File: config.mk
export PLATFORM = sky130hd
export DESIGN_NAME = decrypt_seq_flat
export DESIGN_NICKNAME = d
export VERILOG_FILES = /design/src/rtl/decrypt_seq_if.sv /design/src/rtl/decrypt_seq.sv /design/src/flat_wrapper.sv
export SDC_FILE = /design/constraint.sdc
export NUM_CORES = 1
export LEC_CHECK = 0
export CAP_MARGIN = 20
export CORE_ASPECT_RATIO = 0.9
export CORE_UTILIZATION = 65
export CTS_CLUSTER_DIAMETER = 150
export DETAILED_ROUTE_END_ITERATION = 7
export DONT_BUFFER_PORTS = 1
export GPL_TIMING_DRIVEN = 0
export PLACE_DENSITY_LB_ADDON = 0.05
export SYNTH_ARGS = -nofsm -noshare
export SYNTH_HDL_FRONTEND = slang
export SYNTH_SLANG_ARGS = --single-unit
File: constraint.sdc
create_clock -name clk -period 10.1 [get_ports clk]
set_input_delay 1.01 -clock clk [delete_from_list [all_inputs] [get_ports clk]]
set_output_delay 1.01 -clock clk [all_outputs]
set_load 0.005 [all_outputs]
File: src/rtl/decrypt_seq_if.sv
`default_nettype none
// ============================================================================
// Module   : decrypt_seq_if
// Purpose  : Ciphertext-in / plaintext-out handshake bundle for decrypt_seq.
// Revision : 1.0
// ============================================================================
interface decrypt_seq_if #(
    parameter int DIMENSION        = 16,
    parameter int CIPHERTEXT_WIDTH = 10,
    parameter int PLAINTEXT_WIDTH  = 6
);
    logic                                           in_valid;
    logic                                           in_ready;
    logic        [CIPHERTEXT_WIDTH-1:0]             secret_key  [DIMENSION:0];
    logic signed [CIPHERTEXT_WIDTH-1:0]             cipher_text [DIMENSION:0];
    logic                                           out_valid;
    logic                                           out_ready;
    logic        [PLAINTEXT_WIDTH-1:0]              result;
    logic signed [CIPHERTEXT_WIDTH-PLAINTEXT_WIDTH-1:0] noise;

    modport master (
        output in_valid, secret_key, cipher_text, out_ready,
        input  in_ready, out_valid, result, noise
    );

    modport slave (
        input  in_valid, secret_key, cipher_text, out_ready,
        output in_ready, out_valid, result, noise
    );
endinterface
`default_nettype wire

File: src/rtl/decrypt_seq.sv
`default_nettype none
// ============================================================================
// Module   : decrypt_seq
// Purpose  : Multi-cycle LWE decryptor: LANES MACs per beat, round to plaintext.
// Revision : 1.0
// ============================================================================
module decrypt_seq #(
    parameter int PLAINTEXT_MODULUS  = 64,
    parameter int PLAINTEXT_WIDTH    = 6,
    parameter int DIMENSION          = 16,
    parameter int CIPHERTEXT_MODULUS = 1024,
    parameter int CIPHERTEXT_WIDTH   = 10,
    parameter int LANES              = 4
) (
    input  logic         clk,
    input  logic         rst_n,
    decrypt_seq_if.slave bus
);
    localparam int NUM_ELEM = DIMENSION + 1;
    localparam int BEATS    = (NUM_ELEM + LANES - 1) / LANES;
    localparam int PAD      = BEATS * LANES;
    localparam int IDX_W    = (PAD > 1) ? $clog2(PAD) : 1;
    localparam int BEAT_W   = (BEATS > 1) ? $clog2(BEATS) : 1;
    localparam int NOISE_W  = CIPHERTEXT_WIDTH - PLAINTEXT_WIDTH;
    localparam logic [CIPHERTEXT_WIDTH-1:0] HALF_DELTA =
        CIPHERTEXT_WIDTH'(CIPHERTEXT_MODULUS / PLAINTEXT_MODULUS / 2);

    typedef enum logic [1:0] {
        S_IDLE  = 2'd0,
        S_ACC   = 2'd1,
        S_FINAL = 2'd2,
        S_DONE  = 2'd3
    } state_t;

    state_t                      state_q, state_d;
    logic [CIPHERTEXT_WIDTH-1:0] key_q [PAD];
    logic [CIPHERTEXT_WIDTH-1:0] key_d [PAD];
    logic [CIPHERTEXT_WIDTH-1:0] ct_q  [PAD];
    logic [CIPHERTEXT_WIDTH-1:0] ct_d  [PAD];
    logic [CIPHERTEXT_WIDTH-1:0] acc_q, acc_d;
    logic [BEAT_W-1:0]           beat_q, beat_d;
    logic [PLAINTEXT_WIDTH-1:0]  result_q, result_d;
    logic [NOISE_W-1:0]          noise_q, noise_d;
    logic                        out_valid_q, out_valid_d;

    logic [CIPHERTEXT_WIDTH-1:0] key_in    [PAD];
    logic [CIPHERTEXT_WIDTH-1:0] ct_in     [PAD];
    logic [CIPHERTEXT_WIDTH-1:0] lane_prod [LANES];
    logic [CIPHERTEXT_WIDTH-1:0] lane_sum;
    logic [PLAINTEXT_WIDTH-1:0]  rnd_result;
    logic [NOISE_W-1:0]          rnd_noise;

    // Zero-padding the tail makes every lane of the last beat index in range.
    for (genvar i = 0; i < PAD; i++) begin : g_pad
        if (i < NUM_ELEM) begin : g_elem
            assign key_in[i] = bus.secret_key[i];
            assign ct_in[i]  = bus.cipher_text[i];
        end else begin : g_zero
            assign key_in[i] = '0;
            assign ct_in[i]  = '0;
        end
    end

    // Low bits of a product do not depend on signedness, so an unsigned
    // CIPHERTEXT_WIDTH multiply already gives the sign-extended product mod q.
    for (genvar l = 0; l < LANES; l++) begin : g_lane
        logic [IDX_W-1:0] idx;
        assign idx          = IDX_W'(int'(beat_q) * LANES + l);
        assign lane_prod[l] = key_q[idx] * ct_q[idx];
    end

    always_comb begin
        lane_sum = '0;
        for (int l = 0; l < LANES; l++) begin
            lane_sum = lane_sum + lane_prod[l];
        end
    end

    // result*delta has all-zero low bits, so the noise is just acc's low bits.
    assign rnd_result = PLAINTEXT_WIDTH'((acc_q + HALF_DELTA) >> NOISE_W);
    assign rnd_noise  = acc_q[NOISE_W-1:0];

    always_comb begin
        state_d     = state_q;
        key_d       = key_q;
        ct_d        = ct_q;
        acc_d       = acc_q;
        beat_d      = beat_q;
        result_d    = result_q;
        noise_d     = noise_q;
        out_valid_d = out_valid_q;
        case (state_q)
            S_IDLE: begin
                if (bus.in_valid) begin
                    key_d   = key_in;
                    ct_d    = ct_in;
                    acc_d   = '0;
                    beat_d  = '0;
                    state_d = S_ACC;
                end
            end
            S_ACC: begin
                acc_d = acc_q + lane_sum;
                if (beat_q == BEAT_W'(BEATS - 1)) begin
                    beat_d  = '0;
                    state_d = S_FINAL;
                end else begin
                    beat_d = beat_q + BEAT_W'(1);
                end
            end
            S_FINAL: begin
                result_d    = rnd_result;
                noise_d     = rnd_noise;
                out_valid_d = 1'b1;
                state_d     = S_DONE;
            end
            S_DONE: begin
                if (bus.out_ready) begin
                    out_valid_d = 1'b0;
                    state_d     = S_IDLE;
                end
            end
            default: state_d = S_IDLE;
        endcase
    end

    always_ff @(posedge clk or negedge rst_n) begin
        if (!rst_n) begin
            state_q     <= S_IDLE;
            key_q       <= '{default: '0};
            ct_q        <= '{default: '0};
            acc_q       <= '0;
            beat_q      <= '0;
            result_q    <= '0;
            noise_q     <= '0;
            out_valid_q <= 1'b0;
        end else begin
            state_q     <= state_d;
            key_q       <= key_d;
            ct_q        <= ct_d;
            acc_q       <= acc_d;
            beat_q      <= beat_d;
            result_q    <= result_d;
            noise_q     <= noise_d;
            out_valid_q <= out_valid_d;
        end
    end

    assign bus.in_ready  = (state_q == S_IDLE);
    assign bus.out_valid = out_valid_q;
    assign bus.result    = result_q;
    assign bus.noise     = noise_q;
endmodule
`default_nettype wire

File: src/flat_wrapper.sv
// flat-port wrapper written by rule: the top's interface ports become plain ports
module decrypt_seq_flat 
#(
    parameter int PLAINTEXT_MODULUS  = 64,
    parameter int PLAINTEXT_WIDTH    = 6,
    parameter int DIMENSION          = 16,
    parameter int CIPHERTEXT_MODULUS = 1024,
    parameter int CIPHERTEXT_WIDTH   = 10,
    parameter int LANES              = 4
)
  (clk, rst_n, bus_in_valid, bus_secret_key, bus_cipher_text, bus_out_ready, bus_in_ready, bus_out_valid, bus_result, bus_noise);
  decrypt_seq_if #(.DIMENSION(DIMENSION), .CIPHERTEXT_WIDTH(CIPHERTEXT_WIDTH), .PLAINTEXT_WIDTH(PLAINTEXT_WIDTH)) bus_i ();
  input  logic clk;
  input  logic rst_n;
  input wire logic [$bits(bus_i.in_valid)-1:0] bus_in_valid;
  input wire logic [$bits(bus_i.secret_key)-1:0] bus_secret_key;
  input wire logic [$bits(bus_i.cipher_text)-1:0] bus_cipher_text;
  input wire logic [$bits(bus_i.out_ready)-1:0] bus_out_ready;
  output wire logic [$bits(bus_i.in_ready)-1:0] bus_in_ready;
  output wire logic [$bits(bus_i.out_valid)-1:0] bus_out_valid;
  output wire logic [$bits(bus_i.result)-1:0] bus_result;
  output wire logic [$bits(bus_i.noise)-1:0] bus_noise;
  assign bus_i.in_valid = bus_in_valid;
  assign bus_i.secret_key = {>>{bus_secret_key}};
  assign bus_i.cipher_text = {>>{bus_cipher_text}};
  assign bus_i.out_ready = bus_out_ready;
  assign bus_in_ready = bus_i.in_ready;
  assign bus_out_valid = bus_i.out_valid;
  assign bus_result = bus_i.result;
  assign bus_noise = bus_i.noise;
  decrypt_seq #(.PLAINTEXT_MODULUS(PLAINTEXT_MODULUS), .PLAINTEXT_WIDTH(PLAINTEXT_WIDTH), .DIMENSION(DIMENSION), .CIPHERTEXT_MODULUS(CIPHERTEXT_MODULUS), .CIPHERTEXT_WIDTH(CIPHERTEXT_WIDTH), .LANES(LANES)) u_core (.clk(clk), .rst_n(rst_n), .bus(bus_i));
endmodule
==> summary.md <==
The tools report the number of setup buffers added after CTS as 0. The number of iterations in the first detailed-routing pass was 5. In this run the worst setup path begins at u_core.beat_q[2]. For this run the aggregate overflow at the end of global routing stands at 0.

In this run the most used layer during global routing was met2. In this run the cell area of the synthesized design comes to 0.0227 mm². At the end of the flow the core is filled with cells to 71.8%.

The first global-routing pass estimated 95.3 mm of wire. The signed area change from the synthesized netlist to the final layout is 8.12%, and the synthesized instance count is 1728. The number of antenna-violating nets in the routed design was 0. The detailed router placed 14355 vias in this run.

The clock reaches the later pin of the worst-skew pair after 0.55 ns. In the routed layout, each cell is associated on average with a via count of 6.31. The required time of the critical path came out at 10.54 ns. The floorplan step set the die width to 199 µm. The final critical-path required period is 9.60 ns. Count of final max-slew check failures: 68. The largest net degree at the start of global routing was 367.

For the final routed database, the setup TNS stands at 0 ns. Largest fanout on the critical path: 10. The top cell types in the final layout, fill and taps aside, are sky130_fd_sc_hd__dfrtp_1 (366), sky130_fd_sc_hd__mux2_2 (346), sky130_fd_sc_hd__inv_1 (192), sky130_fd_sc_hd__fa_1 (135), sky130_fd_sc_hd__ha_1 (102). No sink is reached through more buffers than the 3 on the longest clock path.

Across all register-to-register paths, the minimum setup slack is 0.50 ns. The clock net in this run drives a total of 366 sinks. The clock-pin slew on the worst setup and hold paths is 0.06 ns. After synthesis, the share of flip-flops with an asynchronous set or reset is 100%. From bottom edge to top edge, the die measures 179 µm. For this run, design rule violations remaining after detail routing come to 0.

Worst hold path class: in -> async. Floorplan core area: 0.0342 mm². The clock root buffer master is sky130_fd_sc_hd__clkbuf_16.

Global routing used 61.3% of the available met2 tracks. Setup violations remaining at the end of the flow were counted as 0. The worst setup path is of the reg -> reg kind. The area of the die is 0.0357 mm², and the average wire per cell in the routed design is 28.7 µm. The final reports fail on max-slew violations. The initialized floorplan defines 64 standard-cell rows. Data on the critical path arrives at its endpoint at 10.04 ns. Capturing element type of the critical path: a flop. For the post-synthesis net count, the log shows 2309. Mean post-synth cell area: 13.1 µm². Endpoint of the worst register-to-register path: u_core.acc_q[9]. For the global-route usage over all layers, the log shows 37.7%. The run gives 66.4% as the effective utilization at floorplan. After synthesis the netlist holds a flip-flop and latch count of 366.

The number of CTS-inserted buffers came out at 38. The run gives 0 as the synthesis warning total. The count of buffers added on input and output ports is 0. For the pin with the worst max-slew slack, the measured transition is 1.56 ns. The slowest stage of the critical path belongs to the cell sky130_fd_sc_hd__clkbuf_1. Global routing used 49.3% of the available met1 tracks.

The cell area after placement was 0.0233 mm². The cell that appears most often on the critical path is sky130_fd_sc_hd__fa_1. Setup repair after global routing left no endpoint under its margin.

The tools report the number of distinct library cells after synthesis as 50. Via count of the first global-routing pass: 15093. 356 I/O pins were placed.

Commonest non-fill, non-tap cell in the layout: sky130_fd_sc_hd__dfrtp_1. The first routing iteration left 1150 violations. The tools report the final critical-path setup slack as 0.502 ns.

For this run, the slowest stage of the critical path takes 0.65 ns. In the final layout, the share of cells above drive strength 1 is 28.8%. The initial antenna violation count is 34.

TritonCTS built the clock tree. The routed wire length was 65.3 mm; the maximum frequency from static timing analysis was 104 MHz. The final layout contains 2349 nets.

The tools report the max-capacitance violation count as 0. At the end of routability-driven placement, the weighted congestion stood at 0.978. In this run the critical register-to-register path is launched from u_core.beat_q[2]. The wire-length estimate of the detail-placed layout is 50.1 mm.

The run finished, with violations left. The last element of the critical path was u_core.acc_q[9]. Prior to clock tree synthesis, the placed netlist has a worst setup slack of 0.636 ns. The worst path uses 95.0% of the clock period. Number of cell instances on the worst register-to-register path: 29. Number of enable flip-flop cells after synthesis: 0. The final-report hold violation count was 0; the met3 routing resource usage after global routing was 10.1%. The total of cells resized after clock tree synthesis is 0, and the largest clock skew in the final design is 0.0171 ns. For the deepest level of the CTS H-tree, the log shows 2. The proportion of synthesized chip area in sequential cells is 40.4%. Quantity of hold-fixing buffers added after cts: 0. The tools report the startpoint class of the critical path as a flop.

The worst slew margin relative to its limit came out at -4.31%. The finished cells cover 0.0245 mm². The most used flip-flop cell after synthesis was sky130_fd_sc_hd__dfrtp_1.
-- logic make-up (layout without fill, tap and decap cells) --
logic type	after synthesis	count (layout)	share of synthesized area, %
AOI/OAI and AO/OA	62	62	1.94
xor gates and xnor gates	85	85	3.68
adders and majority gates	237	237	17.5
buffers and inverters	269	334	5.19
DFF	366	366	40.4
muxes	435	435	25.2
other	0	20	0
and+or+nand+nor	274	274	6.08
-- through the flow --
stage | hold slack [ns] | std cells
after floorplan | 0.470 | 1728
after global placement | 0.479 | 2190
after detailed placement | 0.489 | 2190
after CTS | 0.145 | 2255
after global routing | 0.147 | 2271
final | 0.166 | 2275
-- synth_stat cells (2+ instances only) --
master                     instances  area [µm²]
sky130_fd_sc_hd__nor2b_1           2        12.5
sky130_fd_sc_hd__a21oi_1          17        85.1
sky130_fd_sc_hd__and3_2            5        37.5
sky130_fd_sc_hd__buf_1             4        15.0
sky130_fd_sc_hd__buf_2             5        25.0
sky130_fd_sc_hd__xnor3_1           5         113
sky130_fd_sc_hd__buf_4             7        52.6
sky130_fd_sc_hd__nor2_1           48         180
sky130_fd_sc_hd__nand3_2           2        20.0
sky130_fd_sc_hd__xnor2_1          66         578
sky130_fd_sc_hd__a21o_1            2        15.0
sky130_fd_sc_hd__buf_6             5        56.3
sky130_fd_sc_hd__inv_1           192         721
sky130_fd_sc_hd__mux4_2           59        1330
sky130_fd_sc_hd__nand2_2           2        12.5
sky130_fd_sc_hd__and2_4            4        35.0
sky130_fd_sc_hd__o21bai_1          3        22.5
sky130_fd_sc_hd__buf_12            6         120
sky130_fd_sc_hd__and2_1           17         106
sky130_fd_sc_hd__fa_1            135        2700
sky130_fd_sc_hd__ha_1            102        1280
sky130_fd_sc_hd__o21ai_0           6        30.0
sky130_fd_sc_hd__nand3_1          11        55.1
sky130_fd_sc_hd__mux4_1           12         315
sky130_fd_sc_hd__or2_2            12        75.1
sky130_fd_sc_hd__dfrtp_1         366        9160
sky130_fd_sc_hd__a22o_1           12         105
sky130_fd_sc_hd__and3_1           66         413
sky130_fd_sc_hd__mux2_2          346        3900
sky130_fd_sc_hd__clkbuf_1         50         188
sky130_fd_sc_hd__xnor2_2           3        48.8
sky130_fd_sc_hd__xor2_1           11        96.3
sky130_fd_sc_hd__o22ai_1           8        50.1
sky130_fd_sc_hd__nand2_1          94         353
sky130_fd_sc_hd__nand2b_1          6        37.5
sky130_fd_sc_hd__mux2i_1          18         180
sky130_fd_sc_hd__a22oi_1           6        45.0
-- worst max-delay path: cells and delay by family (launching register included) --
family          cells  cell delay, ns
fa+ha+maj           9            4.06
buf+inv            11            3.09
compound gates      6            1.20
xor+xnor            2            0.44
flops               1            0.38
simple gates        1            0.29
-- routing by layer --
metal  part of all wire (%)  up-vias
li1                       -     5989
met1                     40     7605
met2                     49      600
met3                    8.3      137
met4                    2.9       24
met5                   0.23        -
-- area by class of cell --
class	instances	area [µm²]
sequential	366	9160
multi-input combinational	1093	12400
inverter	192	721
clock buffer	60	1160
clock inverter	5	51.3
buffer	77	457
fill	2427	9660
antenna	20	50.0
tap	462	578
-- sequential cells by signal, summed over array words and instances (netlist names) --
register,flops
u_core.state_q,2
u_core.ct_q,170
u_core.bus.noise,4
u_core.key_q,170
u_core.acc_q,10
u_core.bus.out_valid,1
u_core.bus.result,6
u_core.beat_q,3
-- worst min-delay path by stage --
stage                           startpoint               end  cells after the start
final                                rst_n  u_core.key_q[84]                      0
after global routing                 rst_n  u_core.key_q[86]                      0
after CTS                            rst_n  u_core.key_q[86]                      0
after detailed placement   u_core.ct_q[41]   u_core.ct_q[41]                      1
after global placement    u_core.ct_q[160]  u_core.ct_q[160]                      1
after floorplan           u_core.ct_q[120]  u_core.ct_q[120]                      1
Power is left out: the tool's default activity adds up to more than one toggle a clock period on the data nets, which glitch-free logic cannot reach.
